**config.mk**
```make
export PLATFORM = sky130hd
export DESIGN_NAME = bram9_stream_reader_flat
export DESIGN_NICKNAME = d
export VERILOG_FILES = /design/src/rtl/bram9_rd_pkg.sv /design/src/rtl/bram9_stream_reader_if.sv /design/src/rtl/bram9_rd_fifo.sv /design/src/rtl/bram9_stream_reader.sv /design/src/flat_wrapper.sv
export SDC_FILE = /design/constraint.sdc
export NUM_CORES = 1
export LEC_CHECK = 0
export CORE_ASPECT_RATIO = 1.2
export CORE_MARGIN = 8
export CORE_UTILIZATION = 50
export CTS_CLUSTER_DIAMETER = 150
export DETAILED_ROUTE_END_ITERATION = 16
export GPL_ROUTABILITY_DRIVEN = 0
export PLACE_DENSITY = 0.88
export SLEW_MARGIN = 20
export SYNTH_ARGS = -nofsm -noshare
export SYNTH_HDL_FRONTEND = slang
export SYNTH_SLANG_ARGS = --single-unit
export TNS_END_PERCENT = 30
```
**constraint.sdc**
```tcl
create_clock -name clk -period 4.1 [get_ports clk]
set_input_delay 1.23 -clock clk [delete_from_list [all_inputs] [get_ports clk]]
set_output_delay 1.23 -clock clk [all_outputs]
set_load 0.01 [all_outputs]
```
**src/rtl/bram9_rd_pkg.sv**
```systemverilog
// Shared types and sizing for the block-RAM stream reader.
// Imported by the FIFO and the top level.
package bram9_rd_pkg;

    localparam int unsigned ADDR_W     = 11;
    localparam int unsigned DATA_W     = 8;
    localparam int unsigned FIFO_DEPTH = 3;
    localparam int unsigned CNT_W      = 2;

    typedef enum logic [1:0] {
        IDLE  = 2'd0,
        ISSUE = 2'd1,
        DRAIN = 2'd2
    } state_e;

    typedef struct packed {
        logic [DATA_W-1:0] data;
        logic              par;
        logic              last;
    } fifo_entry_t;

    // Pointer increment modulo FIFO_DEPTH (depth is not a power of two).
    function automatic logic [CNT_W-1:0] ptr_next(input logic [CNT_W-1:0] p);
        return (p == CNT_W'(FIFO_DEPTH - 1)) ? '0 : p + 1'b1;
    endfunction

endpackage

```
**src/rtl/bram9_stream_reader_if.sv**
```systemverilog
// Command, RAM read-port and output-stream signals of the reader.
// The master modport is the reader's view; slave is the environment's view.
interface bram9_stream_reader_if;
    import bram9_rd_pkg::*;

    logic              cmd_val;
    logic              cmd_rdy;
    logic [ADDR_W-1:0] cmd_addr;
    logic [ADDR_W-1:0] cmd_cnt;

    logic              bram_en;
    logic              bram_we;
    logic              bram_ssr;
    logic [ADDR_W-1:0] bram_addr;
    logic [DATA_W-1:0] bram_do;
    logic              bram_dop;

    logic              out_val;
    logic              out_rdy;
    logic [DATA_W-1:0] out_data;
    logic              out_par;
    logic              out_last;
    logic              out_perr;

    modport master (
        input  cmd_val, cmd_addr, cmd_cnt, bram_do, bram_dop, out_rdy,
        output cmd_rdy, bram_en, bram_we, bram_ssr, bram_addr,
               out_val, out_data, out_par, out_last, out_perr
    );

    modport slave (
        output cmd_val, cmd_addr, cmd_cnt, bram_do, bram_dop, out_rdy,
        input  cmd_rdy, bram_en, bram_we, bram_ssr, bram_addr,
               out_val, out_data, out_par, out_last, out_perr
    );

endinterface

```
**src/rtl/bram9_rd_fifo.sv**
```systemverilog
// Three-entry synchronous FIFO holding {data, parity, last} read beats.
// Storage is cleared on reset so the head reads as zero when idle.
module bram9_rd_fifo
    import bram9_rd_pkg::*;
(
    input  logic             clk,
    input  logic             rst,
    input  logic             push_i,
    input  fifo_entry_t      push_data_i,
    input  logic             pop_i,
    output fifo_entry_t      head_o,
    output logic [CNT_W-1:0] count_o
);

    fifo_entry_t      mem_q [FIFO_DEPTH];
    logic [CNT_W-1:0] wr_q;
    logic [CNT_W-1:0] rd_q;
    logic [CNT_W-1:0] count_q;

    always_ff @(posedge clk) begin
        if (rst) begin
            for (int unsigned i = 0; i < FIFO_DEPTH; i++) begin
                mem_q[i] <= '0;
            end
            wr_q    <= '0;
            rd_q    <= '0;
            count_q <= '0;
        end else begin
            if (push_i) begin
                mem_q[wr_q] <= push_data_i;
                wr_q        <= ptr_next(wr_q);
            end
            if (pop_i) begin
                rd_q <= ptr_next(rd_q);
            end
            case ({push_i, pop_i})
                2'b10:   count_q <= count_q + 1'b1;
                2'b01:   count_q <= count_q - 1'b1;
                default: count_q <= count_q;
            endcase
        end
    end

    assign head_o  = mem_q[rd_q];
    assign count_o = count_q;

endmodule

```
**src/rtl/bram9_stream_reader.sv**
```systemverilog
// Burst reader for the 2Kx9 block RAM: issues reads under a 3-credit limit and streams bytes out.
// Optional parity checker enabled by defining BRAM9_RD_PARITY_CHK_EN.
module bram9_stream_reader
    import bram9_rd_pkg::*;
#(
    parameter bit ODD_PARITY = 1'b0
) (
    input  logic                  clk,
    input  logic                  rst,
    bram9_stream_reader_if.master bus,
    output logic                  err_sticky,
    output logic                  busy
);

    state_e            state_q;
    logic [ADDR_W-1:0] addr_q;
    logic [ADDR_W-1:0] rem_q;
    logic              inflight_q;
    logic              inflight_last_q;

    fifo_entry_t       head;
    fifo_entry_t       push_entry;
    logic [CNT_W-1:0]  fifo_count;
    logic              head_valid;
    logic              issue;
    logic              pop;

    // Credits count both buffered beats and the read still inside the RAM.
    assign issue      = (state_q == ISSUE) &&
                        ((32'(fifo_count) + 32'(inflight_q)) < FIFO_DEPTH);
    assign head_valid = (fifo_count != '0);
    assign pop        = head_valid && bus.out_rdy;
    assign push_entry = '{data: bus.bram_do, par: bus.bram_dop, last: inflight_last_q};

    always_ff @(posedge clk) begin
        if (rst) begin
            state_q         <= IDLE;
            addr_q          <= '0;
            rem_q           <= '0;
            inflight_q      <= 1'b0;
            inflight_last_q <= 1'b0;
        end else begin
            inflight_q      <= issue;
            inflight_last_q <= issue && (rem_q == '0);
            case (state_q)
                IDLE: begin
                    if (bus.cmd_val) begin
                        state_q <= ISSUE;
                        addr_q  <= bus.cmd_addr;
                        rem_q   <= bus.cmd_cnt;
                    end
                end
                ISSUE: begin
                    if (issue) begin
                        addr_q <= addr_q + 1'b1;
                        rem_q  <= rem_q - 1'b1;
                        if (rem_q == '0) begin
                            state_q <= DRAIN;
                        end
                    end
                end
                DRAIN: begin
                    if (pop && head.last) begin
                        state_q <= IDLE;
                    end
                end
                default: state_q <= IDLE;
            endcase
        end
    end

    bram9_rd_fifo u_fifo (
        .clk         (clk),
        .rst         (rst),
        .push_i      (inflight_q),
        .push_data_i (push_entry),
        .pop_i       (pop),
        .head_o      (head),
        .count_o     (fifo_count)
    );

    assign bus.cmd_rdy   = (state_q == IDLE);
    assign busy          = (state_q != IDLE);
    assign bus.bram_en   = issue;
    assign bus.bram_we   = 1'b0;
    assign bus.bram_ssr  = 1'b0;
    assign bus.bram_addr = addr_q;
    assign bus.out_val   = head_valid;
    assign bus.out_data  = head.data;
    assign bus.out_par   = head.par;
    assign bus.out_last  = head_valid && head.last;

`ifdef BRAM9_RD_PARITY_CHK_EN
    logic perr;
    logic err_q;

    assign perr = (^{head.data, head.par}) != ODD_PARITY;

    always_ff @(posedge clk) begin
        if (rst) begin
            err_q <= 1'b0;
        end else if ((state_q == IDLE) && bus.cmd_val) begin
            err_q <= 1'b0;
        end else if (pop && perr) begin
            err_q <= 1'b1;
        end
    end

    assign bus.out_perr = head_valid && perr;
    assign err_sticky   = err_q;
`else
    logic unused_odd_parity;
    assign unused_odd_parity = ODD_PARITY;
    assign bus.out_perr      = 1'b0;
    assign err_sticky        = 1'b0;
`endif

endmodule

```
**src/flat_wrapper.sv**
```systemverilog
// flat-port wrapper written by rule: the top's interface ports become plain ports
module bram9_stream_reader_flat import bram9_rd_pkg::*;
#(
    parameter bit ODD_PARITY = 1'b0
)
  (clk, rst, err_sticky, busy, bus_cmd_val, bus_cmd_addr, bus_cmd_cnt, bus_bram_do, bus_bram_dop, bus_out_rdy, bus_cmd_rdy, bus_bram_en, bus_bram_we, bus_bram_ssr, bus_bram_addr, bus_out_val, bus_out_data, bus_out_par, bus_out_last, bus_out_perr);
  bram9_stream_reader_if bus_i ();
  input  logic clk;
  input  logic rst;
  output logic err_sticky;
  output logic busy;
  input wire logic [$bits(bus_i.cmd_val)-1:0] bus_cmd_val;
  input wire logic [$bits(bus_i.cmd_addr)-1:0] bus_cmd_addr;
  input wire logic [$bits(bus_i.cmd_cnt)-1:0] bus_cmd_cnt;
  input wire logic [$bits(bus_i.bram_do)-1:0] bus_bram_do;
  input wire logic [$bits(bus_i.bram_dop)-1:0] bus_bram_dop;
  input wire logic [$bits(bus_i.out_rdy)-1:0] bus_out_rdy;
  output wire logic [$bits(bus_i.cmd_rdy)-1:0] bus_cmd_rdy;
  output wire logic [$bits(bus_i.bram_en)-1:0] bus_bram_en;
  output wire logic [$bits(bus_i.bram_we)-1:0] bus_bram_we;
  output wire logic [$bits(bus_i.bram_ssr)-1:0] bus_bram_ssr;
  output wire logic [$bits(bus_i.bram_addr)-1:0] bus_bram_addr;
  output wire logic [$bits(bus_i.out_val)-1:0] bus_out_val;
  output wire logic [$bits(bus_i.out_data)-1:0] bus_out_data;
  output wire logic [$bits(bus_i.out_par)-1:0] bus_out_par;
  output wire logic [$bits(bus_i.out_last)-1:0] bus_out_last;
  output wire logic [$bits(bus_i.out_perr)-1:0] bus_out_perr;
  assign bus_i.cmd_val = bus_cmd_val;
  assign bus_i.cmd_addr = bus_cmd_addr;
  assign bus_i.cmd_cnt = bus_cmd_cnt;
  assign bus_i.bram_do = bus_bram_do;
  assign bus_i.bram_dop = bus_bram_dop;
  assign bus_i.out_rdy = bus_out_rdy;
  assign bus_cmd_rdy = bus_i.cmd_rdy;
  assign bus_bram_en = bus_i.bram_en;
  assign bus_bram_we = bus_i.bram_we;
  assign bus_bram_ssr = bus_i.bram_ssr;
  assign bus_bram_addr = bus_i.bram_addr;
  assign bus_out_val = bus_i.out_val;
  assign bus_out_data = bus_i.out_data;
  assign bus_out_par = bus_i.out_par;
  assign bus_out_last = bus_i.out_last;
  assign bus_out_perr = bus_i.out_perr;
  bram9_stream_reader #(.ODD_PARITY(ODD_PARITY)) u_core (.clk(clk), .rst(rst), .bus(bus_i), .err_sticky(err_sticky), .busy(busy));
endmodule
```
==> out/qor.txt, run 1 <==
post-cts gate resize count: 0
Initial Util: 51.2%
FFs w/ async S/R, synth: 0%
startpoint types: flop
Final #Nets: 427
Final HPWL DP: 6.37 mm
number of distinct library cells after synthesis: 68
Core Footprint: 7230 um^2
ant diodes: 0
hold depth: 2
Die H: 110 um
Max Cap Violations: 0
largest net degree at the start of global routing: 19
Leakage: 0.00169 uW
total number of vias: 2911
synthesis-to-finish area growth: 22.9%
Setup CP Type: reg -> out
P per Cell Area: 475 nW/um^2
largest area contributor in the netlist: edfxtp_1
CTS Buf Count: 9
crit path DAT: 2370 ps
Hold/Removal Path Class: reg -> reg
num ports: 64
CTS sink cnt: 74
CP Capture Type: primary output
Hold Fails Final Rpt: 0
H-Tree Depth: 3
clk buf depth: 2
Vias/cell: 6.04
Syn. warnings: 0
Synth area leaders: edfxtp_1, dfxtp_1, mux4_2
FF+latch count, synth: 74
GRT Total Usage: 17.8%
Synth Instances: 328
RSZ-0062 raised after global routing: false
Final Critical Period: 3600 ps
initial antenna violation count: 0
hold_buf cts: 0
CP max FO: 8
Final Setup Violations: 0
setup_tns: 0 ps
period utilization: 87.8%
maximum vdd drop: 0.000261 V
Fillers: 582
Synth Flop Type: edfxtp_1
synthesized area: 3700 um^2
Final Slew Violations: 0
gr ovfl total: 0
Worst Path Required: 2870 ps
Layout Utilization: 62.9%
setup repair bufs after CTS: 0
first-pass GRT wire length: 14.4 mm
Reg clk slew, reported paths: 70 ps
clock root cell: clkbuf_8
Avg Cell Area, Syn: 11.3 um^2
clock latency on the worst-skew pair: 340 ps
WL final: 9.04 mm
initial DRC count: 255
Antenna Violating Nets Remaining: 0
Post-synth EDFFs: 40
status: complete, no violations
final worst slack: 501 ps
vias in the first global route: 2990
Site Rows: 34
Worst Hold Slack: 487 ps
max_slew headroom: 52.5%
pre-CTS WS: 883 ps
CTS tree: built
R2R depth: 6
post-synthesis sequential area ratio: 50.8%
IO Port Bufs: 59
Die ar.: 10400 um^2
DRT Pass-1 Iters: 5
Routed wire per std cell: 18.8 um
fraction of final layout cells sized beyond drive strength 1: 13.5%
Post-route DRC: 0
Least-Margin Pin Slew: 709 ps
fmax: 278 MHz
top cell type's share of synthesized area: 32.5%
die width: 94.5 um
clk_skew: 9.83 ps
-- through the flow --
step	total power, uW	instance area [um^2]	cells
floorplan	1270	3710	331
global placement	1460	4300	466
detailed placement	1490	4300	466
CTS	2170	4550	482
global route	2260	4550	482
finish	2160	4550	482
-- worst max-delay path, cell delays in order (launching register included) --
cell	delay, ps
dfxtp_1	360
ha_1	220
ha_1	300
a21oi_2	290
nand2_4	120
inv_2	160
clkdlybuf4s50_1	570
-- path summary, 6_finish.rpt --
| path | from | to | slack (ps) |
|---|---|---|---|
| setup / recovery | u_core.u_fifo.count_o[0] | bus_bram_en | 500 |
| hold / removal | u_core.bus.bram_addr[10] | u_core.bus.bram_addr[10] | 490 |
| setup reg to reg | u_core.u_fifo.count_o[0] | u_core.bus.bram_addr[1] | 1940 |
| hold reg to reg | u_core.bus.bram_addr[10] | u_core.bus.bram_addr[10] | 490 |
-- cells in the mapped netlist (2+ instances only) --
library cell	n
edfxtp_1	40
dfxtp_1	34
and2_1	32
nor2_1	26
nand2_1	14
a21oi_1	13
inv_1	10
mux4_2	10
nor3_1	9
o21ai_0	9
a31oi_1	8
nand3_1	8
o31ai_1	7
buf_4	6
clkbuf_1	5
clkbuf_8	5
ha_1	5
a311oi_1	4
and3_1	4
buf_2	4
or2_2	4
a211oi_1	3
a221oi_1	3
nand2b_1	3
nor2b_1	3
o2111a_1	3
a211o_1	2
a21o_1	2
a31o_2	2
and3_2	2
inv_2	2
nand4_1	2
nor3b_1	2
nor4_1	2
o2111ai_1	2
o211a_1	2
o211ai_1	2
o21a_1	2
o311a_1	2
or3_1	2
-- cell type report --
cell class                      count  area [um^2]  area share (%)
Sequential cell                    74         1880            41.4
Multi-Input combinational cell    223         1620            35.6
Timing Repair Buffer               66          643            14.1
Clock buffer                       11          141            3.11
Tap cell                           90          113            2.48
Clock inverter                      5          101            2.23
Inverter                           13         48.8            1.07
-- flip-flops by register name (all words and copies together) (netlist names), named ones only --
signal and flops:
u_core.rem_q 11, u_core.bus.bram_addr 11, u_core.u_fifo.count_o 2, u_core.u_fifo.rd_q 2
u_core.inflight_last_q 1, u_core.state_q 2, u_core.inflight_q 1, u_core.u_fifo.mem_q 40
u_core.u_fifo.wr_q 2
-- layer usage --
metal,global-route usage [%],vias up,share of wire [%]
met1,18.9,1414,37
met3,5.35,16,8.3
met2,31.7,139,53
li1,-,1342,-
met5,0,-,0
met4,8.16,0,1.6
-- power breakdown --
group	internal, uW	leakage [uW]	switching (uW)
combinational	275	0.000890	283
clock	419	0.000117	266
sequential	848	0.000682	69.1
total	1540	0.00169	618
-- placed cells by master, fill, tap and decap left out, drive strengths merged, types with 7 or more instances in the layout --
| cell type | instances |
|---|---|
| mux4 | 10 |
| clkbuf | 11 |
| nor2 | 26 |
| nor3 | 9 |
| a31oi | 8 |
| and2 | 33 |
| edfxtp | 40 |
| nand3 | 8 |
| inv | 12 |
| o31ai | 7 |
| clkdlybuf4s50 | 59 |
| a21oi | 15 |
| buf | 7 |
| o21ai | 9 |
| nand2 | 16 |
| dfxtp | 34 |
-- cell families (layout without fill, tap and decap cells) --
kind of cell,count (synthesis),in the layout,share of synthesized area [%]
simple gates,125,125,19.3
fa+ha+maj,5,5,1.69
compound gates,77,77,15.8
mux,10,10,6.09
other cells,1,4,0.101
buf+inv,34,95,5.75
flops,74,74,50.8
xor+xnor,2,2,0.473
Note: power is estimated with default switching activity, not from simulation.
==> run 2: changes to the inputs <==
CORE_UTILIZATION = 57   (was 50)
PLACE_DENSITY = 0.95   (was 0.88)
==> run 2 against run 1 <==
Largest cell class unchanged. Via count grew 2.4%. Worst hold slack is essentially flat. Combinational power is essentially flat.
==> out/qor.txt, run 2 (same netlist as run 1, synthesis figures left out) <==
Die ar.: 9340 um^2 (-10%)
Die H: 104 um (-5.4%)
Least-Margin Pin Slew: 677 ps (-32.4 ps)
Core Footprint: 6370 um^2 (-12%)
Hold/Removal Path Class: reg -> reg
Final Slew Violations: 0 (unchanged)
CP max FO: 8 (unchanged)
largest net degree at the start of global routing: 19 (unchanged)
CP Capture Type: primary output
die width: 89.6 um (-5.3%)
Crit path buffers/inverters: 2 (unchanged)
setup_tns: 0 ps (unchanged)
first-pass GRT wire length: 14.8 mm (+2.7%)
WL final: 9.21 mm (+1.9%)
gr ovfl total: 0 (unchanged)
P per Cell Area: 457 nW/um^2 (-3.8%)
DRT Pass-1 Iters: 5 (unchanged)
RSZ-0062 raised after global routing: false
CTS Buf Count: 9 (unchanged)
commonest non-fill, non-tap cell in the layout: clkdlybuf4s50_1
post-cts gate resize count: 0 (unchanged)
CTS tree: built
synthesis-to-finish area growth: 21.6%
worst-path cell chain: ha_1 -> ha_1 -> a21oi_2 -> nand2_4 -> inv_2 -> clkdlybuf4s50_1
GRT Total Usage: 20.8% (+3.1 points)
clock root cell: clkbuf_8
IO Port Bufs: 59 (unchanged)
H-Tree Depth: 3 (unchanged)
Top reg by flops: u_core.u_fifo.mem_q
vias in the first global route: 3030 (+1.3%)
Worst Hold Slack: 487 ps (-0.0650 ps)
Routed wire per std cell: 19.3 um (+2.9%)
CTS sink cnt: 74 (unchanged)
Antenna Violating Nets Remaining: 0 (unchanged)
max FFs per register: 40 (unchanged)
Initial Util: 58.1% (+7.0 points)
clk_skew: 11.2 ps (+1.41 ps)
pre-CTS WS: 828 ps (-55.1 ps)
fmax: 275 MHz (-0.88%)
initial antenna violation count: 0 (unchanged)
initial DRC count: 218 (-15%)
max incr delay on CP: 580 ps (about the same)
Hold Fails Final Rpt: 0 (unchanged)
status: complete, no violations
total number of vias: 2980 (+2.4%)
critical path's top delay family: buffers and inverters
Reg clk slew, reported paths: 70 ps (about the same)
most frequent cells in the layout: clkdlybuf4s50_1, edfxtp_1, dfxtp_1
Vias/cell: 6.25 (+3.4%)
fraction of final layout cells sized beyond drive strength 1: 14.0% (+0.51 points)
hold_buf cts: 0 (unchanged)
most used cell, CP: ha_1
Crit-path slowest cell: clkdlybuf4s50_1
Leakage: 0.00168 uW (-0.79%)
Final Setup Violations: 0 (unchanged)
Post-route DRC: 0 (unchanged)
Site Rows: 32 (-5.9%)
Final Critical Period: 3630 ps (+32.0 ps)
ant diodes: 0 (unchanged)
Max Cap Violations: 0 (unchanged)
Setup CP Type: reg -> out
num ports: 64 (unchanged)
clk buf depth: 2 (unchanged)
Final #Nets: 427 (unchanged)
clock latency on the worst-skew pair: 360 ps (+20 ps)
maximum vdd drop: 0.000270 V (+3.2%)
max_slew headroom: 54.7% (+2.2 points)
Final HPWL DP: 6.44 mm (+1.1%)
final worst slack: 469 ps (-32.0 ps)
crit path DAT: 2400 ps (+30 ps)
period utilization: 88.6% (+0.78 points)
setup repair bufs after CTS: 0 (unchanged)
startpoint types: flop
Worst Path Required: 2870 ps (about the same)
Fillers: 445 (-24%)
==> run 2: cell count changes in the layout (fill, tap and decap cells not counted) <==
cell / before / now
bufinv_16: 3 / 1
clkbuf_1: 1 / 0
clkbuf_8: 10 / 9
clkinv_1: 2 / 1
clkinv_2: 0 / 1
clkinv_4: 0 / 4
clkinvlp_4: 1 / 0
inv_6: 0 / 1
==> run 2: path summary, 6_finish.rpt <==
check	start	to	slack [ps]	cells past startpoint
min	u_core.inflight_last_q	u_core.u_fifo.mem_q[3][0]	490	0
max reg2reg	u_core.u_fifo.count_o[0]	u_core.rem_q[0]	1950	6
min reg2reg	u_core.inflight_last_q	u_core.u_fifo.mem_q[3][0]	490	0
max	u_core.u_fifo.count_o[0]	bus_bram_en	470	6
==> run 2: final cells by class <==
type / count / area [um^2] / area share (%)
repair buffers: 66 / 643 / 14.3
flip-flops and latches: 74 / 1880 / 41.8
clock inverters: 7 / 78.8 / 1.75
well taps: 85 / 106 / 2.36
multi-input cells: 223 / 1620 / 35.9
inverters: 13 / 48.8 / 1.08
clock buffers: 9 / 124 / 2.75
==> run 2: per-stage QoR <==
stage,area [um^2],instances,util (%),total power [uW]
after floorplan,3710,331,-,1270
after global placement,4300,461,67.5,1460
after global routing,4500,477,70.7,2150
final,4500,477,70.7,2060
after detailed placement,4300,461,67.5,1480
after CTS,4500,477,70.7,2050
==> run 2: worst register-to-register path, stage by stage (launching register included) <==
cell,delay [ps]
dfxtp_1,360
ha_1,220
ha_1,300
a21oi_2,300
a21o_1,410
o211ai_1,160
a221oi_1,320
==> run 2: report_power, final <==
group	internal [uW]	switching, uW	total (uW)
clock network	286	294	580
registers	848	71.7	919
logic	275	283	558
==> run 2: per-layer routing <==
layer | share of wire, % | vias to the layer above | track usage (%)
met2 | 54 | 182 | 36.0
met5 | 0 | - | 0
li1 | - | 1352 | -
met3 | 8.8 | 22 | 5.38
met1 | 36 | 1424 | 22.2
met4 | 1.8 | 0 | 10.5
==> run 3: changes to the inputs <==
GPL_TIMING_DRIVEN = 0   (was not set)
==> run 3 against run 2 <==
Register-to-register slack about the same. Worst hold slack worse by 12 ps. Worst setup slack worse by 1.3 ps. Sequential power down 0.4%. Routed wire length up 5.6%. Cell count up 2.9%. First-iteration DRC count up 48%. Clock skew up 1.7 ps. Count of clock-buffer cells in the layout up 1. Clock power down 16%. Power down 3.4%. Fmax about the same. Largest power group unchanged. Highest routed layer unchanged.
==> out/qor.txt, run 3 (same netlist as run 1, synthesis figures left out) <==
Routed wire per std cell: 19.8 um (+2.6%)
Antenna Violating Nets Remaining: 0 (unchanged)
hold_sp: u_core.inflight_last_q
CP max FO: 8 (unchanged)
synthesis-to-finish area growth: 23.5%
Setup CP Type: reg -> out
Die H: 104 um (unchanged)
Final Instance Area: 4570 um^2 (+1.6%)
Initial Util: 58.1% (unchanged)
Top reg by flops: u_core.u_fifo.mem_q
maximum vdd drop: 0.000257 V (-4.7%)
post-cts gate resize count: 0 (unchanged)
Die ar.: 9340 um^2 (unchanged)
WL final: 9.72 mm (+5.6%)
initial antenna violation count: 0 (unchanged)
clock root cell: clkbuf_8
largest net degree at the start of global routing: 13 (-6)
vias in the first global route: 3107 (+2.5%)
Final Slew Violations: 0 (unchanged)
worst-path cell chain: ha_1 -> ha_1 -> a21oi_2 -> nand2_4 -> inv_2 -> clkdlybuf4s50_1
Least-Margin Pin Slew: 700 ps (+23.3 ps)
Leakage: 0.00171 uW (+2.2%)
Reg clk slew, reported paths: 80 ps (about the same)
Site Rows: 32 (unchanged)
Crit path buffers/inverters: 2 (unchanged)
period utilization: 88.6% (about the same)
first-pass GRT wire length: 15.4 mm (+4.0%)
die width: 89.6 um (unchanged)
RSZ-0062 raised after global routing: false
CTS Buf Count: 9 (unchanged)
Final HPWL DP: 7.02 mm (+8.9%)
ant diodes: 0 (unchanged)
Max Cap Violations: 0 (unchanged)
hold_buf cts: 0 (unchanged)
Worst Hold Slack: 476 ps (-11.6 ps)
clock latency on the worst-skew pair: 360 ps (about the same)
DRT Pass-1 Iters: 5 (unchanged)
Vias/cell: 6.16 (-1.4%)
commonest non-fill, non-tap cell in the layout: clkdlybuf4s50_1
num ports: 64 (unchanged)
startpoint types: flop
CTS sink cnt: 74 (unchanged)
H-Tree Depth: 3 (unchanged)
Worst Path Required: 2870 ps (about the same)
max FFs per register: 40 (unchanged)
Final #Nets: 441 (+3.3%)
CP Capture Type: primary output
initial DRC count: 322 (+48%)
max incr delay on CP: 570 ps (about the same)
critical path's top delay family: buffers and inverters
Hold Fails Final Rpt: 0 (unchanged)
Final Critical Period: 3630 ps (+1.27 ps)
Post-route DRC: 0 (unchanged)
clk_skew: 12.9 ps (+1.66 ps)
setup repair bufs after CTS: 0 (unchanged)
most used cell, CP: ha_1
crit path DAT: 2400 ps (about the same)
Crit-path slowest cell: clkdlybuf4s50_1
Post-DP Area: 4410 um^2 (+2.6%)
worst r2r src: u_core.u_fifo.count_o[0]
Core Footprint: 6370 um^2 (unchanged)
fmax: 275 MHz (about the same)
clk buf depth: 2 (unchanged)
Fillers: 433 (-2.7%)
GRT Total Usage: 21.8% (+0.94 points)
Hold/Removal Path Class: reg -> reg
max_slew headroom: 53.1% (-1.6 points)
status: complete, no violations
fraction of final layout cells sized beyond drive strength 1: 15.0% (+0.99 points)
total number of vias: 3024 (+1.5%)
gr ovfl total: 0 (unchanged)
setup_tns: 0 ps (unchanged)
P per Cell Area: 435 nW/um^2 (-4.9%)
Final Setup Violations: 0 (unchanged)
CP startpoint: u_core.u_fifo.count_o[0]
IO Port Bufs: 59 (unchanged)
CTS tree: built
most frequent cells in the layout: clkdlybuf4s50_1, edfxtp_1, dfxtp_1
-- run 3: metrics by stage --
step | utilization [%] | setup slack (ps) | cells | total power, uW
after floorplan | - | 1550 | 331 | 1270
after global placement | 69.3 | 874 | 475 | 1480
after detailed placement | 69.3 | 860 | 475 | 1510
after CTS | 71.8 | 474 | 491 | 1980
after global routing | 71.8 | 370 | 491 | 2060
final | 71.8 | 468 | 491 | 1990
-- run 3: cell type report --
class	instances	area [um^2]	share of cell area [%]
plain buffers	21	164	3.59
clock inverters	6	33.8	0.739
inverters	13	48.8	1.07
clock buffers	10	128	2.79
flip-flops and latches	74	1880	41.2
well taps	85	106	2.33
repair buffers	59	591	12.9
multi-input cells	223	1620	35.4
-- run 3: worst paths after layout --
path                               end  slack, ps  cells after the start
min          u_core.u_fifo.mem_q[3][0]        480                      0
max                        bus_bram_en        470                      6
min reg2reg  u_core.u_fifo.mem_q[3][0]        480                      0
max reg2reg            u_core.rem_q[8]       1960                      7
-- run 3: routing by layer --
| layer | track usage, % | up-vias | share of wire (%) |
|---|---|---|---|
| met1 | 24.0 | 1448 | 36 |
| met4 | 9.65 | 0 | 2.6 |
| met5 | 0 | - | 0 |
| li1 | - | 1375 | - |
| met2 | 37.1 | 170 | 52 |
| met3 | 6.09 | 31 | 9.1 |
-- run 3: where the power goes --
group | switching [uW] | leakage, uW | total (uW) | internal (uW)
clock | 273 | 0.0000811 | 487 | 215
sequential | 66.9 | 0.000682 | 915 | 848
combinational | 294 | 0.000950 | 584 | 289
total | 634 | 0.00171 | 1990 | 1350
